File: config.mk
export PLATFORM = sky130hd
export DESIGN_NAME = alu_arbiter
export DESIGN_NICKNAME = d
export VERILOG_FILES = /design/src/rtl/alu_arbiter.sv
export SDC_FILE = /design/constraint.sdc
export NUM_CORES = 1
export LEC_CHECK = 0
export CORE_MARGIN = 5
export CORE_UTILIZATION = 35
export CTS_CLUSTER_DIAMETER = 120
export DETAILED_ROUTE_END_ITERATION = 10
export GPL_TIMING_DRIVEN = 0
export PLACE_DENSITY = 0.75
export SETUP_SLACK_MARGIN = 0.3
export SYNTH_ARGS = -nofsm -noshare
export SYNTH_HDL_FRONTEND = slang
export SYNTH_SLANG_ARGS = --single-unit
File: constraint.sdc
create_clock -name clk -period 1.2 [get_ports clk]
set_input_delay 0.12 -clock clk [delete_from_list [all_inputs] [get_ports clk]]
set_output_delay 0.12 -clock clk [all_outputs]
set_load 0.05 [all_outputs]
File: src/rtl/alu_arbiter.sv
// Round-robin arbiter that shares one combinational alu between N_REQ requesters.
// One operation is in flight at a time. The operands go out on registered alu_* ports,
// and the result and flags come back as a registered response on a shared bus.

package defs_pkg;
    typedef enum logic [2:0] {
        ALU_ADD  = 3'd0,
        ALU_SUB  = 3'd1,
        ALU_AND  = 3'd2,
        ALU_OR   = 3'd3,
        ALU_XOR  = 3'd4,
        ALU_SLL  = 3'd5,
        ALU_SRL  = 3'd6,
        ALU_PASS = 3'd7
    } alu_opcode_t;

    typedef struct packed {
        logic zero;
        logic neg;
        logic carry;
        logic ovf;
    } alu_flags_t;
endpackage

// state  | meaning
// S_IDLE | no operation owned; grant the next valid requester in rotation
// S_EXEC | operands sit on the alu; capture its result at the end of this cycle
// S_RESP | response held for the owner until its rsp_ready is seen
module alu_arbiter
    import defs_pkg::*;
#(
    parameter int WIDTH = 8,
    parameter int N_REQ = 2
) (
    input  logic                          clk,
    input  logic                          rst,
    input  logic [N_REQ-1:0]              req_valid,
    output logic [N_REQ-1:0]              req_ready,
    input  logic [N_REQ-1:0][WIDTH-1:0]   req_in1,
    input  logic [N_REQ-1:0][WIDTH-1:0]   req_in2,
    input  alu_opcode_t [N_REQ-1:0]       req_op,
    output logic [N_REQ-1:0]              rsp_valid,
    input  logic [N_REQ-1:0]              rsp_ready,
    output logic [WIDTH-1:0]              rsp_out,
    output alu_flags_t                    rsp_flags,
    output logic [WIDTH-1:0]              alu_in1,
    output logic [WIDTH-1:0]              alu_in2,
    output alu_opcode_t                   alu_op,
    input  logic [WIDTH-1:0]              alu_out,
    input  alu_flags_t                    alu_flags
);
    localparam int IDXW = $clog2(N_REQ);

    typedef enum logic [1:0] {
        S_IDLE = 2'd0,
        S_EXEC = 2'd1,
        S_RESP = 2'd2
    } state_t;

    state_t          state;
    logic [IDXW-1:0] rr_ptr;
    logic [IDXW-1:0] owner;
    logic [IDXW-1:0] grant;
    logic [IDXW-1:0] cand;
    logic [IDXW-1:0] next_ptr;
    logic            grant_found;

    // Find the first valid requester, starting at rr_ptr and wrapping around.
    always_comb begin
        grant       = rr_ptr;
        grant_found = 1'b0;
        cand        = rr_ptr;
        for (int k = 0; k < N_REQ; k++) begin
            cand = IDXW'((int'(rr_ptr) + k) % N_REQ);
            if (!grant_found && req_valid[cand]) begin
                grant       = cand;
                grant_found = 1'b1;
            end
        end
        next_ptr = (int'(grant) == N_REQ - 1) ? '0 : grant + IDXW'(1);
    end

    // Acceptance is only offered while idle, and only to the winner of the search.
    always_comb begin
        req_ready = '0;
        if (state == S_IDLE && grant_found) begin
            req_ready[grant] = 1'b1;
        end
    end

    // Transaction FSM. The alu operands and the response bus are all registers.
    always_ff @(posedge clk) begin
        if (rst) begin
            state     <= S_IDLE;
            rr_ptr    <= '0;
            owner     <= '0;
            rsp_valid <= '0;
            rsp_out   <= '0;
            rsp_flags <= '0;
            alu_in1   <= '0;
            alu_in2   <= '0;
            alu_op    <= ALU_ADD;
        end else begin
            unique case (state)
                S_IDLE: begin
                    if (grant_found) begin
                        alu_in1 <= req_in1[grant];
                        alu_in2 <= req_in2[grant];
                        alu_op  <= req_op[grant];
                        owner   <= grant;
                        rr_ptr  <= next_ptr;
                        state   <= S_EXEC;
                    end
                end
                S_EXEC: begin
                    rsp_out   <= alu_out;
                    rsp_flags <= alu_flags;
                    rsp_valid <= N_REQ'(1) << owner;
                    state     <= S_RESP;
                end
                S_RESP: begin
                    if (rsp_ready[owner]) begin
                        rsp_valid <= '0;
                        state     <= S_IDLE;
                    end
                end
                default: begin
                    rsp_valid <= '0;
                    state     <= S_IDLE;
                end
            endcase
        end
    end
endmodule

# Yosys cells after proc, flatten, opt, wreduce, memory -nomap -nowiden
# Index checks and enable logic that the tools add are counted.
dict set report totals {
  mem_bits_rw 0
  mem_count 0
  reg_bits 37
  rom_bits 0
  output_inout_bits 35
  input_bits 56
  latchBits 0
}
dict set report classes {
  mul 0
  shifts 1
  eq_ne 4
  n_mux 23
  div 0
  n_addsub 2
  magnitude_cmp 5
  reduce_logical 8
  n_bitwise 1
}
# operator n
set op_table {}
lappend op_table {{$mux W8} 4}
lappend op_table {{$pmux W2 S3} 2}
lappend op_table {{$mux W1} 11}
lappend op_table {{$lt A1 B2 Y1 const B} 4}
lappend op_table {{$mux W2} 3}
lappend op_table {{$mux W3} 2}
lappend op_table {{$reduce_and A2 Y1} 3}
lappend op_table {{$ne A2 B2 Y1 const B} 2}
lappend op_table {{$logic_and A1 B1 Y1} 3}
lappend op_table {{$add A1 B1 Y1 const B} 2}
lappend op_table {{$eq A2 B1 Y1 const B} 1}
lappend op_table {{$eq A2 B2 Y1 const B} 1}
lappend op_table {{$logic_not A2 Y1} 1}
lappend op_table {{$shl A1 B1 Y2 const A} 1}
lappend op_table {{$demux W1 S1} 1}
lappend op_table {{$ge A1 B1 Y1 const B} 1}
lappend op_table {{$logic_not A1 Y1} 1}
lappend op_table {{$not A1 Y1} 1}

# Depth between registers and ports, before layout
# Gate-level depths: netlist of run 1.
dict set report depth {
  ltp_word 11
  depth_mapped 6
  mapped_depth_nobuf 3
}

# Worst setup path after synthesis of run 1
# Ideal clock, no wire load.
dict set report synth_path {
  path_type {register to output}
  start {register rr_ptr}
  end {output port req_ready[0]}
  stages_incl_launch_ff 5
  n_path_buf 1
  required_ps 1080
  path_slack_ps -223
  arrival_ps 1303
  path_cell_list {dfxtp_1 a211oi_4 buf_2 nand2_1 inv_1}
}
dict set report synth_via {
  elab_chain_cells 11
  word_cells_on_any_way 17
}
# item line_no
set synth_rtl {}
lappend synth_rtl {{start, declared} 61} ;# logic [IDXW-1:0] rr_ptr;
lappend synth_rtl {{start signal, assigned} 111} ;# rr_ptr <= next_ptr;
lappend synth_rtl {{$mux W1 (not written as such) (2 in series)} 75} ;# if (!grant_found && req_valid[cand]) begin
lappend synth_rtl {{$mux W1} 75}
lappend synth_rtl {{$logic_not A1 Y1} 75}
lappend synth_rtl {{$logic_and A1 B1 Y1} 75}
lappend synth_rtl {{$mux W1} 75}
lappend synth_rtl {{$lt A1 B2 Y1 (not written as such) or $ge A1 B1 Y1 (tied branches)} 87} ;# req_ready[grant] = 1'b1;
lappend synth_rtl {{$logic_and A1 B1 Y1 (not written as such)} 87}
lappend synth_rtl {{$mux W1 (not written as such)} 87}
lappend synth_rtl {{$demux W1 S1} 87}
lappend synth_rtl {{$mux W2 (*)} 86} ;# if (state == S_IDLE && grant_found) begin
lappend synth_rtl {{end, declared} 38} ;# output logic [N_REQ-1:0] req_ready,
# Every way passes the cells marked *; elsewhere a longest branch is shown, timed or not. The select of a mux whose other input is x is not followed.

# Worst setup path in the final report of run 1
dict set report layout_path {
  start {register state[0]}
  end {output port req_ready[1]}
}
dict set report layout_via {
  elab_chain_cells 3
}
# item line_no
set layout_rtl {}
lappend layout_rtl {{start, declared} 60} ;# state_t state;
lappend layout_rtl {{start signal, assigned} 94} ;# state <= S_IDLE;
lappend layout_rtl {{start signal, assigned} 112} ;# state <= S_EXEC;
lappend layout_rtl {{start signal, assigned} 119} ;# state <= S_RESP;
lappend layout_rtl {{$logic_not A2 Y1} 86}
lappend layout_rtl {{$logic_and A1 B1 Y1} 86}
lappend layout_rtl {{$mux W2} 86}
# No other way between the ends.

==> impl_metrics.tcl, run 1 <==
set metrics [dict create \
    cap_violations 0 \
    synth-simple-area-share_pct 22.29 \
    io_buffers 89 \
    grt_pass1_wl_um 9328 \
    max-slew-margin-rel_pct 55.98 \
    crit_arrival_ns 1.42 \
    cts_sinks 37 \
    dp_hpwl_um 3939 \
    dp_slack_ns -1.420 \
    clock_latency_ns 0.28 \
    grt_pass1_vias 2010 \
    synth_adder_area_share_pct 0 \
    gp_congestion 0.7606 \
    nNetsFinal 380 \
    synth_most_common_cell "dfxtp_1" \
    p_per_area_nw_per_um2 1222 \
    power_leakage_nw 1.340 \
    antenna_found_initial 0 \
    drc 0 \
    synth_compound_area_share_pct 24.17 \
    wire_per_inst_um 17.12 \
    ctsLongestPathBuffers 2 \
    io_pins 91 \
    slowest_delay_ns 0.33 \
    synth_xor_area_share_pct 0 \
    cp-end-kind "output port" \
    area_growth_pct 115.4 \
    grt_use_total_pct 18.58 \
    yosysWarnings 0 \
    crit_path_cell_trace "buf_6 > nor2_1 > clkbuf_8 > nand3_4 > clkinvlp_4 > buf_8" \
    syn_inst 202 \
    cp.required_ns 1.08 \
    syn-cell-area_um2 1662 \
    antenna_cells_inserted 0 \
    yosysUniqueCellTypes 27 \
    r2r_cells 6 \
    routed_wl_um 6488 \
    ctsHoldBuffers 0 \
    fmax_mhz 648.1 \
    fin_crit_ns 1.543 \
    holdPathEnd "state[0]" \
    r2r_start "state[0]" \
    worstSetupPathType "register to output port" \
    final_antenna_net_count 0 \
    crit_slowest_cell "dfxtp_2" \
    synth_top_family_by_area "compound AO/OA/AOI/OAI gates" \
    fin_setup_tns_ns -5.380 \
    reg2reg_to "alu_in1[6]" \
    clock_skew_ns 0.005918 \
    status "complete, but fails checks" \
    cts-root-buf "clkbuf_8" \
    die_h_um 78.90 \
    synth_top_area_cell "dfxtp_1" \
    hold_start "rst" \
    async_flop_share_pct 0 \
    startpoint_type "register" \
    rsz0062_at_grt "yes" \
    numCtsBuffers 5 \
    synth_area_leaders "dfxtp_1 45%, a21oi_1 6.3%, nand2_1 5.9%, a31oi_1 5.6%, nand4_1 5.6%" \
    cts_tree "done" \
    setup_viol 38 \
    cp_max_fo 4 \
    slew_violations 0 \
    synthesis.nets 258 \
    dieArea_um2 6225 \
    first_pass_iters 4 \
    clkTransAtPathRegs_ns 0.08 \
    ir_drop_mv 0.5644 \
    ys_seq_area_share_pct 44.58 \
    viasPerCell 5.398 \
    syn_avg_cell_area_um2 8.226 \
    synth_seq_cells 37 \
    grt_max_degree 12 \
    synthMuxAreaShare_pct 0.6024 \
    vias 2046 \
    r2r_slack_ns -0.24 \
    start_util_pct 35.65 \
    layout_setup_ws_ns -0.3429 \
    hold_viol 0 \
    final_layout_size_suffix_gt1_share_pct 53.85 \
    drtIter0Drc 55 \
    period_share_pct 128.6 \
    synth_edf_count 0 \
    h-tree-depth 2 \
    hold_class "input pin to register" \
    grt_overflow 0 \
    synth_common_cells "37 x dfxtp_1, 26 x nand2_1, 21 x a21oi_1, 17 x nand3_1, 17 x o21ai_0" \
    ys.flop_type "dfxtp_1" \
    hold_path_depth 2 \
    yosysTopAreaCellShare_pct 44.58 \
    rows 25 \
    worst_slew_pin_slew_ns 0.6603 \
    violations "negative setup slack" \
    core_area_um2 4661 \
    die_x_um 78.90 \
]
-- layout make-up --
cell class              instances  area (µm²)
repair buffers                115        1310
multi-input cells             139        1082
fillers                       295        1081
flip-flops and latches         37       794.5
plain buffers                  20       178.9
clock buffers                   7       86.33
well taps                      54       67.56
clock inverters                 1       30.03
inverters                       6       30.03
-- registers in the layout, indices dropped and copies added (netlist names) --
name / flops
rsp_valid: 2
rsp_flags: 4
state: 2
owner: 1
alu_in2: 8
rsp_out: 8
rr_ptr: 1
alu_in1: 8
alu_op: 3
-- timing repair --
| item | 4_1_cts | 5_1_grt |
|---|---|---|
| gates cloned | 3 | 1 |
| setup buffers | 13 | 9 |
| pin swaps | 7 | 15 |
| gates resized for setup | 325 | 63 |
| endpoints found under the setup margin | 72 | 72 |
-- metal layers --
layer  part of all wire [%]  wire, µm  vias to the layer above  global-route usage (%)
li1                       -         -                      987                       -
met1                     39      2539                      982                   20.84
met2                     54      3500                       67                   34.97
met3                    5.3       347                       10                   5.669
met4                    1.5       100                        0                   2.921
met5                      0         0                        -                       0
-- kinds of logic after synthesis --
kind of cell / after synthesis
buffers and inverters: 26
multiplexers: 1
AO/OA/AOI/OAI: 64
flip-flops: 37
AND/OR/NAND/NOR: 74
-- report_power, final --
group          internal [mW]  switching (mW)  total (mW)
Clock                  0.678           0.445        1.12
Combinational          0.862           0.924        1.79
Sequential              1.36           0.107        1.47
-- critical path: cells and delay by family (launching register included) --
family,cells,cell delay [ns]
DFF,1,0.33
buffers and inverters,4,0.53
and+or+nand+nor,2,0.27
-- through the flow --
step                hold WS, ns  utilization (%)  instance area, µm²  power (mW)  std cells
CTS                      0.3152            70.28                3276       4.169        369
detailed placement       0.4460            59.76                2785       2.764        345
floorplan                0.2560                -                1827       2.266        202
global placement         0.4421            59.76                2785       2.753        345
global route             0.3628            76.81                3580       4.540        379
finish                   0.3318            76.81                3580       4.374        379
-- how the worst max path moves through the flow --
stage | endpoint | from | slack, ns
6_report | req_ready[1] | state[0] | -0.34
3_3_place_gp | req_ready[0] | req_valid[0] | -1.42
4_1_cts | req_ready[0] | state[0] | -0.28
5_1_grt | req_ready[1] | state[0] | -0.38
3_5_place_dp | req_ready[0] | req_valid[0] | -1.42
2_1_floorplan | req_ready[0] | state[0] | -0.08
-- cells in the final DEF, fill, tap and decap left out, drive strengths merged, types with 2 or more instances in the layout --
master	synthesis	layout
a21oi	21	21
nor2	3	3
nand2b	2	2
clkbuf	9	18
clkinvlp	0	2
inv	6	4
or2	2	2
a31oi	15	15
nor2b	2	2
nand3	17	17
nand2	26	26
o21ai	19	19
a2111oi	8	8
nor4	4	4
dfxtp	37	37
buf	11	72
nand4	15	15
clkdlybuf4s50	0	52
Note: power is estimated with default switching activity, not from simulation.
==> run 2: changes to the inputs <==
--- a/config.mk
+++ b/config.mk
@@ -10,6 +10,7 @@
 export CTS_CLUSTER_DIAMETER = 120
 export DETAILED_ROUTE_END_ITERATION = 10
 export GPL_TIMING_DRIVEN = 0
+export MAX_ROUTING_LAYER = met4
 export PLACE_DENSITY = 0.75
 export SETUP_SLACK_MARGIN = 0.3
 export SYNTH_ARGS = -nofsm -noshare
==> run 2 against run 1 <==
Net effect: the run still ends with negative setup slack left; critical path type unchanged; via count about the same; combinational power barely moved; design area did not move; clock skew barely moved; critical endpoint unchanged; first-iteration DRC count rose by 62%; register-to-register slack is essentially flat; largest cell class unchanged; clock power about the same.
==> impl_metrics.tcl, run 2 (synthesis gave the netlist of run 1 again) <==
set metrics [dict create \
    slew_violations 0 \
    clock_latency_ns 0.29 \
    ir_drop_mv 0.5647 \
    worstSetupPathType "register to output port" \
    status "complete, but fails checks" \
    area_growth_pct 115.4 \
    core_area_um2 4661 \
    cts-root-buf "clkbuf_8" \
    dieArea_um2 6225 \
    period_share_pct 128.6 \
    final_layout_size_suffix_gt1_share_pct 53.85 \
    reg_top3 "alu_in1 x8, alu_in2 x8, rsp_out x8" \
    setup_viol 38 \
    hold_path_depth 2 \
    layout_setup_ws_ns -0.3437 \
    violations "negative setup slack" \
    r2r_slack_ns -0.24 \
    p_per_area_nw_per_um2 1222 \
    ctsLongestPathBuffers 2 \
    die_h_um 78.90 \
    h-tree-depth 2 \
    r2r_start "state[0]" \
    fill_cells 295 \
    rows 25 \
    antenna_found_initial 0 \
    drc 0 \
    crit_arrival_ns 1.42 \
    grt_overflow 0 \
    gp_congestion 0.7706 \
    reg2reg_to "alu_in1[6]" \
    viasPerCell 5.396 \
    power_leakage_nw 1.340 \
    dp_slack_ns -1.420 \
    grt_use_total_pct 19.08 \
    register_area_um2 794.5 \
    r2r_cells 6 \
    final_cell_mix "52 x clkdlybuf4s50_1, 38 x buf_8, 34 x dfxtp_2" \
    multiInputGateArea_um2 1082 \
    wire_per_inst_um 17.10 \
    vias 2045 \
    place_area_um2 2785 \
    fin_setup_tns_ns -5.392 \
    cp.required_ns 1.08 \
    clkTransAtPathRegs_ns 0.08 \
    worst_slew_pin_slew_ns 0.6616 \
    drtIter0Drc 89 \
    hold_class "input pin to register" \
    hold_viol 0 \
    start_util_pct 35.65 \
    final_area_um2 3580 \
    cts_sinks 37 \
    final_antenna_net_count 0 \
    grt_pass1_vias 2011 \
    rsz0062_at_grt "yes" \
    routed_wl_um 6482 \
    max-slew-margin-rel_pct 55.89 \
    holdPathEnd "state[0]" \
    numCtsBuffers 5 \
    fin_crit_ns 1.544 \
    cts_tree "done" \
    cp-end-kind "output port" \
    hold_start "rst" \
    fmax_mhz 647.8 \
    die_x_um 78.90 \
    final_util_pct 76.81 \
    antenna_cells_inserted 0 \
    final_common_cell "clkdlybuf4s50_1" \
    cap_violations 0 \
    first_pass_iters 4 \
    nNetsFinal 380 \
    dp_hpwl_um 3939 \
    ctsHoldBuffers 0 \
    clock_skew_ns 0.005954 \
    grt_max_degree 12 \
    cp_max_fo 4 \
    io_buffers 89 \
    grt_pass1_wl_um 9321 \
    io_pins 91 \
    startpoint_type "register" \
]
[run 2: cell counts in the layout (fill, tap and decap cells not counted)]
No cell type changed its count.
[run 2: layout make-up]
| class | count | area share, % |
|---|---|---|
| Timing Repair Buffer | 115 | 36.60 |
| Clock buffer | 7 | 2.412 |
| Multi-Input combinational cell | 139 | 30.23 |
| Sequential cell | 37 | 22.20 |
| Tap cell | 54 | 1.887 |
| Inverter | 6 | 0.8389 |
| Clock inverter | 1 | 0.8389 |
| Buffer | 20 | 4.998 |
[run 2: worst max path at each step]
stage | slack (ns) | from | endpoint
finish | -0.34 | state[0] | req_ready[1]
global route | -0.38 | state[0] | req_ready[1]
CTS | -0.28 | state[0] | req_ready[0]
detailed placement | -1.42 | req_valid[0] | req_ready[0]
global placement | -1.42 | req_valid[0] | req_ready[0]
floorplan | -0.08 | state[0] | req_ready[0]
[run 2: worst max-delay path, cell delays in order, from the launching register on]
cell        delay [ns]
dfxtp_2           0.33
buf_6             0.12
nor2_1            0.19
clkbuf_8          0.18
nand3_4           0.08
clkinvlp_4        0.09
buf_8             0.14
[run 2: repair_timing]
action,CTS,global route
pin swaps,7,15
resized for setup,325,63
setup endpoints to repair,72,72
setup buffers,13,9
gates cloned,3,1
endpoints found under the hold margin,0,0
[run 2: power breakdown]
part	switching [mW]	leakage, nW	internal (mW)
clock	0.446	0.0585	0.678
sequential	0.106	0.319	1.36
combinational	0.924	0.962	0.862
[run 2: per-layer routing]
layer	GRT usage (%)	vias up	share of wire, %
met5	-	-	0
met4	2.921	0	1.5
met3	4.875	10	4.6
met2	34.97	69	54
met1	21.33	980	39
li1	-	986	-
[run 2: stage by stage]
stage                     cells  hold slack [ns]  total power, mW
after detailed placement    345           0.4460            2.764
final                       379           0.3314            4.376
after CTS                   369           0.3152            4.169
after global placement      345           0.4421            2.753
after floorplan             202           0.2560            2.266
after global routing        379           0.3628            4.540
